[config.mk]
export PLATFORM = sky130hd
export DESIGN_NAME = pulse_gen_flat
export DESIGN_NICKNAME = d
export VERILOG_FILES = /design/src/rtl/pulse_gen_if.sv /design/src/rtl/pulse_gen.sv /design/src/flat_wrapper.sv
export SDC_FILE = /design/constraint.sdc
export NUM_CORES = 1
export LEC_CHECK = 0
export BUFFER_PORTS_ARGS = -buffer_cell sky130_fd_sc_hd__buf_4
export CORE_MARGIN = 3
export CORE_UTILIZATION = 46
export CTS_CLUSTER_SIZE = 16
export DETAILED_ROUTE_END_ITERATION = 8
export PLACE_DENSITY = 0.69
export SKIP_CTS_REPAIR_TIMING = 1
export SYNTH_ARGS = -nofsm -noshare
export SYNTH_HDL_FRONTEND = slang
export SYNTH_SLANG_ARGS = --single-unit
[constraint.sdc]
create_clock -name i_clk -period 1.8 [get_ports i_clk]
set_input_delay 0 -clock i_clk [delete_from_list [all_inputs] [get_ports i_clk]]
set_output_delay 0 -clock i_clk [all_outputs]
set_load 0.05 [all_outputs]
[src/rtl/pulse_gen_if.sv]
// -----------------------------------------------------------------------------
// pulse_gen_if : host-side bundle for the test-pulse generator.
//
// Signals:
//   fire_pulse   host -> gen   level; rising edge requests a pulse
//   bx_delay     host -> gen   start delay in clk cycles (0..7)
//   pulse_width  host -> gen   pulse length code, length = code+1 (1..16)
//   cnt_rst      host -> gen   synchronous clear of pulse_cnt
//   pulse_out    gen  -> host  registered pulse to the analog pulser
//   check_strobe gen  -> host  one-cycle strobe on the last pulse cycle
//   pulser_ready gen  -> host  high only while the generator is idle
//   pulse_cnt    gen  -> host  fired-pulse count, wraps
//   busy_drop    gen  -> host  one-cycle flag for an ignored fire edge
//
// Modports: master (host / testbench side), slave (pulse_gen side).
// -----------------------------------------------------------------------------
interface pulse_gen_if #(
  parameter int unsigned CNT_W = 16
) ();
  logic             fire_pulse;
  logic [2:0]       bx_delay;
  logic [3:0]       pulse_width;
  logic             cnt_rst;
  logic             pulse_out;
  logic             check_strobe;
  logic             pulser_ready;
  logic [CNT_W-1:0] pulse_cnt;
  logic             busy_drop;

  modport master (
    output fire_pulse, bx_delay, pulse_width, cnt_rst,
    input  pulse_out, check_strobe, pulser_ready, pulse_cnt, busy_drop
  );

  modport slave (
    input  fire_pulse, bx_delay, pulse_width, cnt_rst,
    output pulse_out, check_strobe, pulser_ready, pulse_cnt, busy_drop
  );
endinterface

[src/rtl/pulse_gen.sv]
// -----------------------------------------------------------------------------
// pulse_gen : turns the host fire_pulse level bit into one timed test pulse.
//
// A rising edge of fire_pulse in IDLE latches bx_delay / pulse_width, waits
// bx_delay cycles, drives pulse_out for pulse_width+1 cycles (check_strobe on
// the last one), then holds off for HOLDOFF cycles before re-arming.
//
// Ports:
//   i_clk    system clock
//   i_reset  synchronous, active-high reset
//   bus      pulse_gen_if.slave (fire/delay/width/cnt_rst in; pulse_out,
//            check_strobe, pulser_ready, pulse_cnt, busy_drop out)
//
// Parameters:
//   HOLDOFF  idle cycles after a pulse before a new fire is accepted (1..255)
//   CNT_W    width of the fired-pulse counter (must match the interface)
//
// Optional build macro: PULSE_GEN_REARM_EN
//   When defined, one fire edge seen while busy is remembered and fired
//   straight out of HOLDOFF; busy_drop then flags only a second busy edge.
// -----------------------------------------------------------------------------
module pulse_gen #(
  parameter int unsigned HOLDOFF = 8,
  parameter int unsigned CNT_W   = 16
) (
  input  logic        i_clk,
  input  logic        i_reset,
  pulse_gen_if.slave  bus
);

  typedef enum logic [1:0] {
    S_IDLE  = 2'd0,
    S_DELAY = 2'd1,
    S_PULSE = 2'd2,
    S_HOLD  = 2'd3
  } state_t;

  localparam logic [CNT_W-1:0] CNT_ONE = {{(CNT_W-1){1'b0}}, 1'b1};

  state_t           r_state, w_state_nxt;
  logic             r_fire_q;
  logic [2:0]       r_dly_cnt, w_dly_nxt;
  logic [3:0]       r_wid_cnt, w_wid_nxt;
  logic [7:0]       r_hold_cnt, w_hold_nxt;
  logic             r_pulse_out, r_check_strobe, r_ready, r_busy_drop;
  logic [CNT_W-1:0] r_pulse_cnt;
  logic             w_fire_edge, w_accept, w_busy_drop;
`ifdef PULSE_GEN_REARM_EN
  logic             r_pending, w_pending_nxt;
`endif

  assign w_fire_edge = bus.fire_pulse & ~r_fire_q;

  // NOTE: every signal assigned here gets a default first, so no path can
  // leave one unassigned and infer a latch.
  always_comb begin
    w_state_nxt = r_state;
    w_dly_nxt   = r_dly_cnt;
    w_wid_nxt   = r_wid_cnt;
    w_hold_nxt  = r_hold_cnt;
    w_accept    = 1'b0;
    w_busy_drop = 1'b0;
`ifdef PULSE_GEN_REARM_EN
    w_pending_nxt = r_pending;
`endif

    // Fire edges outside IDLE never start a pulse directly.
    if (w_fire_edge && (r_state != S_IDLE)) begin
`ifdef PULSE_GEN_REARM_EN
      if (r_pending) w_busy_drop   = 1'b1;
      else           w_pending_nxt = 1'b1;
`else
      w_busy_drop = 1'b1;
`endif
    end

    case (r_state)
      S_IDLE: w_accept = w_fire_edge;
      S_DELAY: begin
        // Entered with dly_cnt = bx_delay, so this spends bx_delay cycles here.
        w_dly_nxt = r_dly_cnt - 3'd1;
        if (r_dly_cnt == 3'd1) w_state_nxt = S_PULSE;
      end
      S_PULSE: begin
        if (r_wid_cnt == 4'd0) begin
          w_state_nxt = S_HOLD;
          w_hold_nxt  = 8'(HOLDOFF - 1);
        end else begin
          w_wid_nxt = r_wid_cnt - 4'd1;
        end
      end
      S_HOLD: begin
        if (r_hold_cnt == 8'd0) begin
          w_state_nxt = S_IDLE;
`ifdef PULSE_GEN_REARM_EN
          // A remembered edge (or one arriving right now) fires immediately.
          if (w_pending_nxt) begin
            w_accept      = 1'b1;
            w_pending_nxt = 1'b0;
          end
`endif
        end else begin
          w_hold_nxt = r_hold_cnt - 8'd1;
        end
      end
      default: w_state_nxt = S_IDLE;
    endcase

    if (w_accept) begin
      w_dly_nxt   = bus.bx_delay;
      w_wid_nxt   = bus.pulse_width;
      w_state_nxt = (bus.bx_delay != 3'd0) ? S_DELAY : S_PULSE;
    end
  end

  // Outputs are registered from the next-state view so they line up with the
  // state they describe, one cycle after the decision.
  // NOTE: sequential state uses non-blocking assignments only, so every
  // register samples the pre-edge values regardless of statement order.
  always_ff @(posedge i_clk) begin
    if (i_reset) begin
      r_state        <= S_IDLE;
      // Reset high: a fire_pulse level held through reset is not an edge.
      r_fire_q       <= 1'b1;
      r_dly_cnt      <= 3'd0;
      r_wid_cnt      <= 4'd0;
      r_hold_cnt     <= 8'd0;
      r_pulse_out    <= 1'b0;
      r_check_strobe <= 1'b0;
      r_ready        <= 1'b1;
      r_busy_drop    <= 1'b0;
      r_pulse_cnt    <= '0;
`ifdef PULSE_GEN_REARM_EN
      r_pending      <= 1'b0;
`endif
    end else begin
      r_state        <= w_state_nxt;
      r_fire_q       <= bus.fire_pulse;
      r_dly_cnt      <= w_dly_nxt;
      r_wid_cnt      <= w_wid_nxt;
      r_hold_cnt     <= w_hold_nxt;
      r_pulse_out    <= (w_state_nxt == S_PULSE);
      r_check_strobe <= (w_state_nxt == S_PULSE) && (w_wid_nxt == 4'd0);
      r_ready        <= (w_state_nxt == S_IDLE);
      r_busy_drop    <= w_busy_drop;
`ifdef PULSE_GEN_REARM_EN
      r_pending      <= w_pending_nxt;
`endif
      // Count on entry to PULSE; a clear in the same cycle takes priority.
      if (bus.cnt_rst)
        r_pulse_cnt <= '0;
      else if ((w_state_nxt == S_PULSE) && (r_state != S_PULSE))
        r_pulse_cnt <= r_pulse_cnt + CNT_ONE;
    end
  end

  assign bus.pulse_out    = r_pulse_out;
  assign bus.check_strobe = r_check_strobe;
  assign bus.pulser_ready = r_ready;
  assign bus.pulse_cnt    = r_pulse_cnt;
  assign bus.busy_drop    = r_busy_drop;

endmodule

[src/flat_wrapper.sv]
// flat-port wrapper written by rule: the top's interface ports become plain ports
module pulse_gen_flat 
#(
  parameter int unsigned HOLDOFF = 8,
  parameter int unsigned CNT_W   = 16
)
  (i_clk, i_reset, bus_fire_pulse, bus_bx_delay, bus_pulse_width, bus_cnt_rst, bus_pulse_out, bus_check_strobe, bus_pulser_ready, bus_pulse_cnt, bus_busy_drop);
  pulse_gen_if #(.CNT_W(CNT_W)) bus_i ();
  input  logic i_clk;
  input  logic i_reset;
  input wire logic [$bits(bus_i.fire_pulse)-1:0] bus_fire_pulse;
  input wire logic [$bits(bus_i.bx_delay)-1:0] bus_bx_delay;
  input wire logic [$bits(bus_i.pulse_width)-1:0] bus_pulse_width;
  input wire logic [$bits(bus_i.cnt_rst)-1:0] bus_cnt_rst;
  output wire logic [$bits(bus_i.pulse_out)-1:0] bus_pulse_out;
  output wire logic [$bits(bus_i.check_strobe)-1:0] bus_check_strobe;
  output wire logic [$bits(bus_i.pulser_ready)-1:0] bus_pulser_ready;
  output wire logic [$bits(bus_i.pulse_cnt)-1:0] bus_pulse_cnt;
  output wire logic [$bits(bus_i.busy_drop)-1:0] bus_busy_drop;
  assign bus_i.fire_pulse = bus_fire_pulse;
  assign bus_i.bx_delay = bus_bx_delay;
  assign bus_i.pulse_width = bus_pulse_width;
  assign bus_i.cnt_rst = bus_cnt_rst;
  assign bus_pulse_out = bus_i.pulse_out;
  assign bus_check_strobe = bus_i.check_strobe;
  assign bus_pulser_ready = bus_i.pulser_ready;
  assign bus_pulse_cnt = bus_i.pulse_cnt;
  assign bus_busy_drop = bus_i.busy_drop;
  pulse_gen #(.HOLDOFF(HOLDOFF), .CNT_W(CNT_W)) u_core (.i_clk(i_clk), .i_reset(i_reset), .bus(bus_i));
endmodule
==> results of run 1 <==
## synth_stat cells (all sizes together)
cell type and n:
nand2 11, a211oi 6, and2 1, nand4b 1, or2 3, or3 2
nor4 1, nor4b 5, xnor2 14, a21o 1, a2111oi 1, or3b 1
a21oi 9, and4 2, nand2b 2, dfxtp 38, nand3b 4, nand3 2
a311o 1, inv 10, a311oi 1, o211ai 2, o31a 2, clkbuf 3
o22ai 2, nor3 14, o21ai 5, nor3b 3, or4b 1, xor2 5
nand4 3, and4b 2, o311ai 1, o2111ai 2, nor2b 1, ha 5
a211o 1, nor2 34, o31ai 1, buf 5, or4 1, mux2i 2
## registers in the layout, indices dropped and copies added (netlist names)
signal / count
u_core.bus.busy_drop: 1
u_core.bus.check_strobe: 1
u_core.bus.pulse_cnt: 16
u_core.bus.pulse_out: 1
u_core.bus.pulser_ready: 1
u_core.r_dly_cnt: 3
u_core.r_fire_q: 1
u_core.r_hold_cnt: 8
u_core.r_state: 2
u_core.r_wid_cnt: 4
## layout by cell type, fill, tap and decap left out, drive strengths merged, types with 3 or more instances in the layout
master / n
a21oi: 9
dfxtp: 38
buf: 47
clkbuf: 6
nand3b: 4
a211oi: 6
nor4b: 5
nand4: 3
nor3b: 3
nand2: 11
inv: 10
dlygate4sd3: 3
nor2: 34
xnor2: 14
o21ai: 5
ha: 5
or2: 3
xor2: 5
nor3: 14
## area by class of cell
| class | count | area [um^2] |
|---|---|---|
| sequential | 38 | 763 |
| tap | 50 | 62.6 |
| clock buffer | 6 | 82.6 |
| fill | 351 | 1520 |
| clock inverter | 2 | 60.1 |
| timing repair buffer | 50 | 383 |
| multi-input combinational | 155 | 1180 |
| inverter | 10 | 37.5 |
## worst min path at each step
stage / slack (ns) / from / endpoint / cells past startpoint
after floorplan: 0.08 / i_reset / u_core.bus.busy_drop$_SDFF_PP0_ / 1
after CTS: -0.08 / bus_fire_pulse / u_core.r_fire_q$_SDFF_PP1_ / 2
after global placement: 0.22 / bus_fire_pulse / u_core.r_fire_q$_SDFF_PP1_ / 2
final: 0.001 / bus_pulse_width[0] / u_core.r_wid_cnt[0]$_SDFF_PP0_ / 3
after detailed placement: 0.22 / bus_fire_pulse / u_core.r_fire_q$_SDFF_PP1_ / 2
after global routing: 0.004 / i_reset / u_core.r_wid_cnt[1]$_SDFF_PP0_ / 2
## per-layer routing
| layer | GRT usage [%] | share of wire (%) |
|---|---|---|
| met2 | 26.9 | 45 |
| met5 | 0 | 0 |
| met4 | 6.26 | 1.4 |
| met1 | 23.2 | 49 |
| met3 | 5.19 | 4.0 |
## report_power, final
group | switching [mW] | internal (mW)
Clock | 0.304 | 0.591
Combinational | 0.125 | 0.112
Sequential | 0.0195 | 0.865
Total | 0.449 | 1.57
## logic make-up (layout without fill, tap and decap cells)
family | count (synthesis) | count (layout)
compound gates | 35 | 35
xor+xnor | 19 | 19
fa+ha+maj | 5 | 5
buf+inv | 18 | 68
flops | 38 | 38
mux | 2 | 2
simple gates | 94 | 94
## stage by stage
| stage | utilization (%) | total power [mW] |
|---|---|---|
| after floorplan | - | 1.05 |
| after global placement | 57.5 | 1.11 |
| after detailed placement | 57.5 | 1.12 |
| after CTS | 61.0 | 2.02 |
| after global routing | 62.9 | 2.09 |
| final | 62.9 | 2.02 |
## critical path: cells and delay by family, from the launching register on
kind,cells,cell delay (ns)
AOI/OAI and AO/OA,2,0.29
adders and majority gates,1,0.13
buffers and inverters,1,0.06
DFF,1,0.33
and+or+nand+nor,3,0.93
==> key figures, run 1 <==
Setup path
  • R2r setup slk: just under 0.0005 ns
  • CP arrival: approximately 2 ns
  • Reg2Reg Depth: 7
  • Max stage delay on crit path: approximately 0.43 ns
  • Crit-path cells: inv_2 -> ha_4 -> or3b_4 -> nor2_4 -> o2111ai_2 -> or4_1 -> a21oi_1
  • Worst R2R End: u_core.r_hold_cnt[7]$_SDFFE_PP0P_
  • CP Data Required Time: about 2.0 ns
  • R2R Path Start: u_core.r_wid_cnt[0]$_SDFF_PP0_
  • Maximum fanout along the worst path: 2
  • Worst setup path startpoint: u_core.r_wid_cnt[0]$_SDFF_PP0_
  • CP endpoint kind: flip-flop
  • Slowest-stage cell, CP: or4_1
  • Crit path kind: flip-flop to flip-flop
  • Startpoint Class: flip-flop
  • CP endpoint: u_core.r_hold_cnt[7]$_SDFFE_PP0P_

Floorplanning
  • Die Wd: between 70 and 80 um
  • IO Pins: 31
  • Std-Cell Rows: 23
  • Core Footprint: between 4000 and 5000 um^2
  • Initial Utilization: between 40% and 50%
  • Die height: 71.6 um
  • Die area: slightly above 5000 um^2

Clock network
  • Number of buffers created by CTS: 5
  • CTS root buffer: clkbuf_8
  • Reg clk slew, reported paths: about 0.080 ns
  • Clock sink count: 38
  • CTS tree: done
  • H-tree depth: 2
  • Clock buffer depth: 2
  • Clock Latency Late Sink: roughly 0.29 ns

STA
  • Worst setup margin: 0.000484 ns
  • Setup TNS: 0 ns
  • Max-slew violations: 0
  • Fmax: approximately 560 MHz
  • Tmin final: about 1.8 ns
  • Worst-margin pin slew: between 0.5 and 0.6 ns
  • Setup Viol. Count Final: 0
  • Final Hold Viols: 0
  • Final Skew: ~0.0080 ns
  • RSZ-0062 raised after global routing: yes
  • Final Cycle Share: roughly 100%
  • Rel. slew slack: between 60 and 70%
  • WHS: between 0.001 and 0.0015 ns

Finish
  • Antenna cell count: 0
  • Synthesis-to-finish area growth: 30.1%
  • Layout net count: around 280
  • Final Cell Area: 2570 um^2
  • Post-Layout Cell Count: 311
  • Ratio of cells with drive above 1 in the final layout: 34.9%

GRT
  • Total track usage: about 17%
  • Vias in the first global route: 1601
  • First-pass GRT wire length: between 7 and 8 mm
  • Total grt overflow: 0
  • Largest net degree at the start of global routing: 18
  • Initial antenna violation count: 0

Synthesis
  • Cell variety after synth: 60
  • Synth Area in XOR/XNOR: roughly 8.4%
  • Post-synthesis compound-gate area fraction: between 10% and 20%
  • Post-Synth Simple-Gate Area: 30.9%
  • Yosys top cell area share: slightly below 40%
  • Top cells by area, synth: dfxtp_1 38%, nor2_1 6.3%, xnor2_1 6.2%, ha_1 3.2%, nor3_2 2.5%
  • Seq/Total Area, Yosys: 38.5%
  • YS warnings: 0
  • Mux cell area share after synthesis: approximately 1.0%
  • Mapped Nets: around 230
  • Yosys top cell by area: dfxtp_1
  • Cell area after synthesis: 1980 um^2
  • Post-synthesis adder-cell area fraction: 3.16%
  • Mapped Cells: between 200 and 250
  • Syn_area_per_cell: about 9.4 um^2
  • Synthesized flop and latch total: 38
  • Largest family of logic cells by synthesized area: simple AND/OR/NAND/NOR gates

Route
  • Vias per cell: roughly 5.3
  • DR iter-0 viols: 96
  • Aggregate routed wire length: between 4 and 5 mm
  • Antenna Violating Nets Remaining: 0
  • Drt drc: 0
  • Avg WL per Cell: 13.4 um
  • Initial DRT Pass Iterations: 4
  • Via Count: about 1700

Job
  • MaxCap Viol Count: 0

Power and ir drop
  • Maximum vdd ir drop: between 600 and 700 uV
  • Leakage power: around 1 nW
  • Pwr Density: approximately 780 nW/um^2

Place
  • Gpl congestion: a little over 0.8
  • Port bufs: 30
  • Dpl ws: -0.0387 ns
  • Placed cell area: 2350 um^2
  • Cells after DPL: approximately 300
  • HPWL after DPL: between 3 and 4 mm

Status
  • Status: completed

Hold path
  • Worst hold-check path type: input pin to flip-flop
Power figures use the tool's default switching activity.
==> run 2, diff against run 1 <==
--- a/config.mk
+++ b/config.mk
@@ -6,7 +6,7 @@
 export NUM_CORES = 1
 export LEC_CHECK = 0
 export BUFFER_PORTS_ARGS = -buffer_cell sky130_fd_sc_hd__buf_4
-export CORE_MARGIN = 3
+export CORE_MARGIN = 2
 export CORE_UTILIZATION = 46
 export CTS_CLUSTER_SIZE = 16
 export DETAILED_ROUTE_END_ITERATION = 8
==> constraint.sdc (replaced) <==
create_clock -name i_clk -period 1.8 [get_ports i_clk]
set_input_delay 0.36 -clock i_clk [delete_from_list [all_inputs] [get_ports i_clk]]
set_output_delay 0.36 -clock i_clk [all_outputs]
set_load 0.05 [all_outputs]
==> run 2 against run 1 <==
Die area fell by 5.5%. Cell count shrank 0.32%. Sequential share of layout area grew 0.79 points. Utilization fell by 1.2 points. First-iteration DRC count decreased by 32%. Non-clock buffer count shrank 1. Hold slack better by 0.29 ns. Clock skew is 0.0019 ns lower. Largest cell class unchanged.
==> key figures, run 2 (synthesis gave the netlist of run 1 again) <==
Floorplanning
  • Std-Cell Rows: 23 (unchanged)
  • Initial Utilization: 48.7% (was 48.4%)
  • Die Wd: 69.6 um (was 71.6 um)
  • IO Pins: 31 (unchanged)
  • Die height: 69.6 um (was 71.6 um)
  • Die area: 4840 um^2 (was 5120 um^2)
  • Core Footprint: 4060 um^2 (was 4090 um^2)

GRT
  • Total grt overflow: 0 (unchanged)
  • Vias in the first global route: 1586 (was 1601)
  • First-pass GRT wire length: 7.02 mm (was 7.17 mm)
  • Initial antenna violation count: 0 (unchanged)
  • Total track usage: 17.6% (was 17.5%)
  • Largest net degree at the start of global routing: 18 (unchanged)

STA
  • Rel. slew slack: 74.1% (was 64.5%)
  • Fmax: 583 MHz (was 556 MHz)
  • Setup TNS: 0 ns (unchanged)
  • Final Skew: 0.00609 ns (was 0.00801 ns)
  • Setup Viol. Count Final: 0 (unchanged)
  • Final Hold Viols: 0 (unchanged)
  • Max-slew violations: 0 (unchanged)
  • Tmin final: 1.72 ns (was 1.80 ns)
  • RSZ-0062 raised after global routing: yes (unchanged)
  • Worst-margin pin slew: 0.385 ns (was 0.530 ns)
  • Worst setup margin: 0.0840 ns (was 0.000484 ns)
  • Final Cycle Share: 95.3% (was 100%)

Setup path
  • CP endpoint kind: flip-flop (unchanged)
  • Startpoint Class: flip-flop (unchanged)
  • CP Data Required Time: 2.02 ns (was 2.03 ns)
  • Worst setup path startpoint: u_core.r_wid_cnt[0]$_SDFF_PP0_ (unchanged)
  • R2R Path Start: u_core.r_wid_cnt[0]$_SDFF_PP0_ (unchanged)
  • Crit path kind: flip-flop to flip-flop (unchanged)
  • Maximum fanout along the worst path: 2 (unchanged)
  • CP arrival: 1.94 ns (was 2.03 ns)

Route
  • Via Count: 1643 (was 1657)
  • Metal2 WL: 1.95 mm (was 1.88 mm)
  • Met1 wire length: 1.93 mm (was 2.06 mm)
  • DR iter-0 viols: 65 (was 96)
  • Antenna Violating Nets Remaining: 0 (unchanged)
  • Avg WL per Cell: 13.1 um (was 13.4 um)
  • Top layer in use: met4 (unchanged)
  • Drt drc: 0 (unchanged)
  • Initial DRT Pass Iterations: 4 (unchanged)
  • Routed met3 length: 138 um (was 168 um)
  • Vias per cell: 5.30 (was 5.33)
  • Aggregate routed wire length: 4.07 mm (was 4.17 mm)

Clock network
  • Number of buffers created by CTS: 5 (unchanged)
  • Clock sink count: 38 (unchanged)
  • Clock buffer depth: 2 (unchanged)
  • CTS tree: done (unchanged)
  • Clock Latency Late Sink: 0.29 ns (about the same)
  • H-tree depth: 2 (unchanged)
  • CTS root buffer: clkbuf_8 (unchanged)
  • Reg clk slew, reported paths: 0.07 ns (was 0.08 ns)

Hold path
  • Min-Delay Startpoint: bus_fire_pulse (was bus_pulse_width[0])
  • Worst hold-check path type: input pin to flip-flop (unchanged)

Place
  • Gpl congestion: 0.808 (was 0.817)
  • HPWL after DPL: 3.06 mm (was 3.03 mm)
  • Port bufs: 30 (unchanged)
  • Dpl ws: -0.134 ns (was -0.0387 ns)

Status
  • Status: completed (unchanged)

Finish
  • Most common cell after layout, fill and taps aside: buf_4 (unchanged)
  • Largest register FFs: 16 (unchanged)
  • Synthesis-to-finish area growth: 26.7% (was 30.1%)
  • Ratio of cells with drive above 1 in the final layout: 34.2% (was 34.9%)
  • Most frequent cells in the layout: 48 x buf_4, 36 x dfxtp_1, 33 x nor2_1, 14 x xnor2_1, 11 x nand2_1 (was 47 x buf_4, 36 x dfxtp_1, 33 x nor2_1, 14 x xnor2_1, 11 x nand2_1)
  • Layout net count: 275 (was 276)
  • Antenna cell count: 0 (unchanged)
  • Filler cells: 360 (was 351)

Power and ir drop
  • Leakage power: 0.957 nW (was 0.980 nW)
  • Maximum vdd ir drop: 526 uV (was 682 uV)
  • Pwr Density: 687 nW/um^2 (was 784 nW/um^2)

Job
  • MaxCap Viol Count: 0 (unchanged)
## run 2: power by group
group / leakage (nW) / total, mW / switching, mW / internal (mW)
sequential: 0.309 / 0.884 / 0.0191 / 0.865
clock: 0.0482 / 0.603 / 0.294 / 0.309
combinational: 0.600 / 0.235 / 0.122 / 0.113
## run 2: cell type report
class	count	area [um^2]	area share, %
repair buffers	49	380	15.2
multi-input cells	155	1170	46.7
flip-flops and latches	38	763	30.5
clock buffers	7	86.3	3.45
inverters	10	37.5	1.50
well taps	50	62.6	2.50
clock inverters	1	5.00	0.200
## run 2: through the flow
step / util (%) / area (um^2) / instances / hold WS, ns / power (mW)
2_1_floorplan: - / 1990 / 211 / 0.439 / 1.05
3_3_place_gp: 58.7 / 2380 / 302 / 0.479 / 1.12
3_5_place_dp: 58.7 / 2380 / 302 / 0.498 / 1.13
4_1_cts: 61.0 / 2470 / 310 / 0.282 / 1.73
5_1_grt: 61.7 / 2500 / 310 / 0.295 / 1.80
6_report: 61.7 / 2500 / 310 / 0.291 / 1.72
## run 2: layer usage
| layer | track usage [%] | vias to the layer above |
|---|---|---|
| met5 | 0 | - |
| met4 | 5.23 | 0 |
| met3 | 3.63 | 5 |
| met2 | 29.9 | 22 |
| met1 | 22.4 | 774 |
| li1 | - | 842 |
## run 2: final timing paths
| kind | end | slack [ns] | depth (start not counted) |
|---|---|---|---|
| max reg2reg | u_core.r_hold_cnt[7]$_SDFFE_PP0P_ | 0.08 | 7 |
| min | u_core.r_fire_q$_SDFF_PP1_ | 0.29 | 2 |
| max | u_core.r_hold_cnt[7]$_SDFFE_PP0P_ | 0.08 | 7 |
| min reg2reg | u_core.r_dly_cnt[1]$_SDFFE_PP0P_ | 0.50 | 2 |
## run 2: worst max-delay path: stages, from the launching register on
cell	delay, ns
dfxtp_2	0.33
inv_2	0.06
ha_4	0.12
or3b_4	0.38
nor2_4	0.11
o2111ai_2	0.12
or4_1	0.41
a21oi_1	0.12
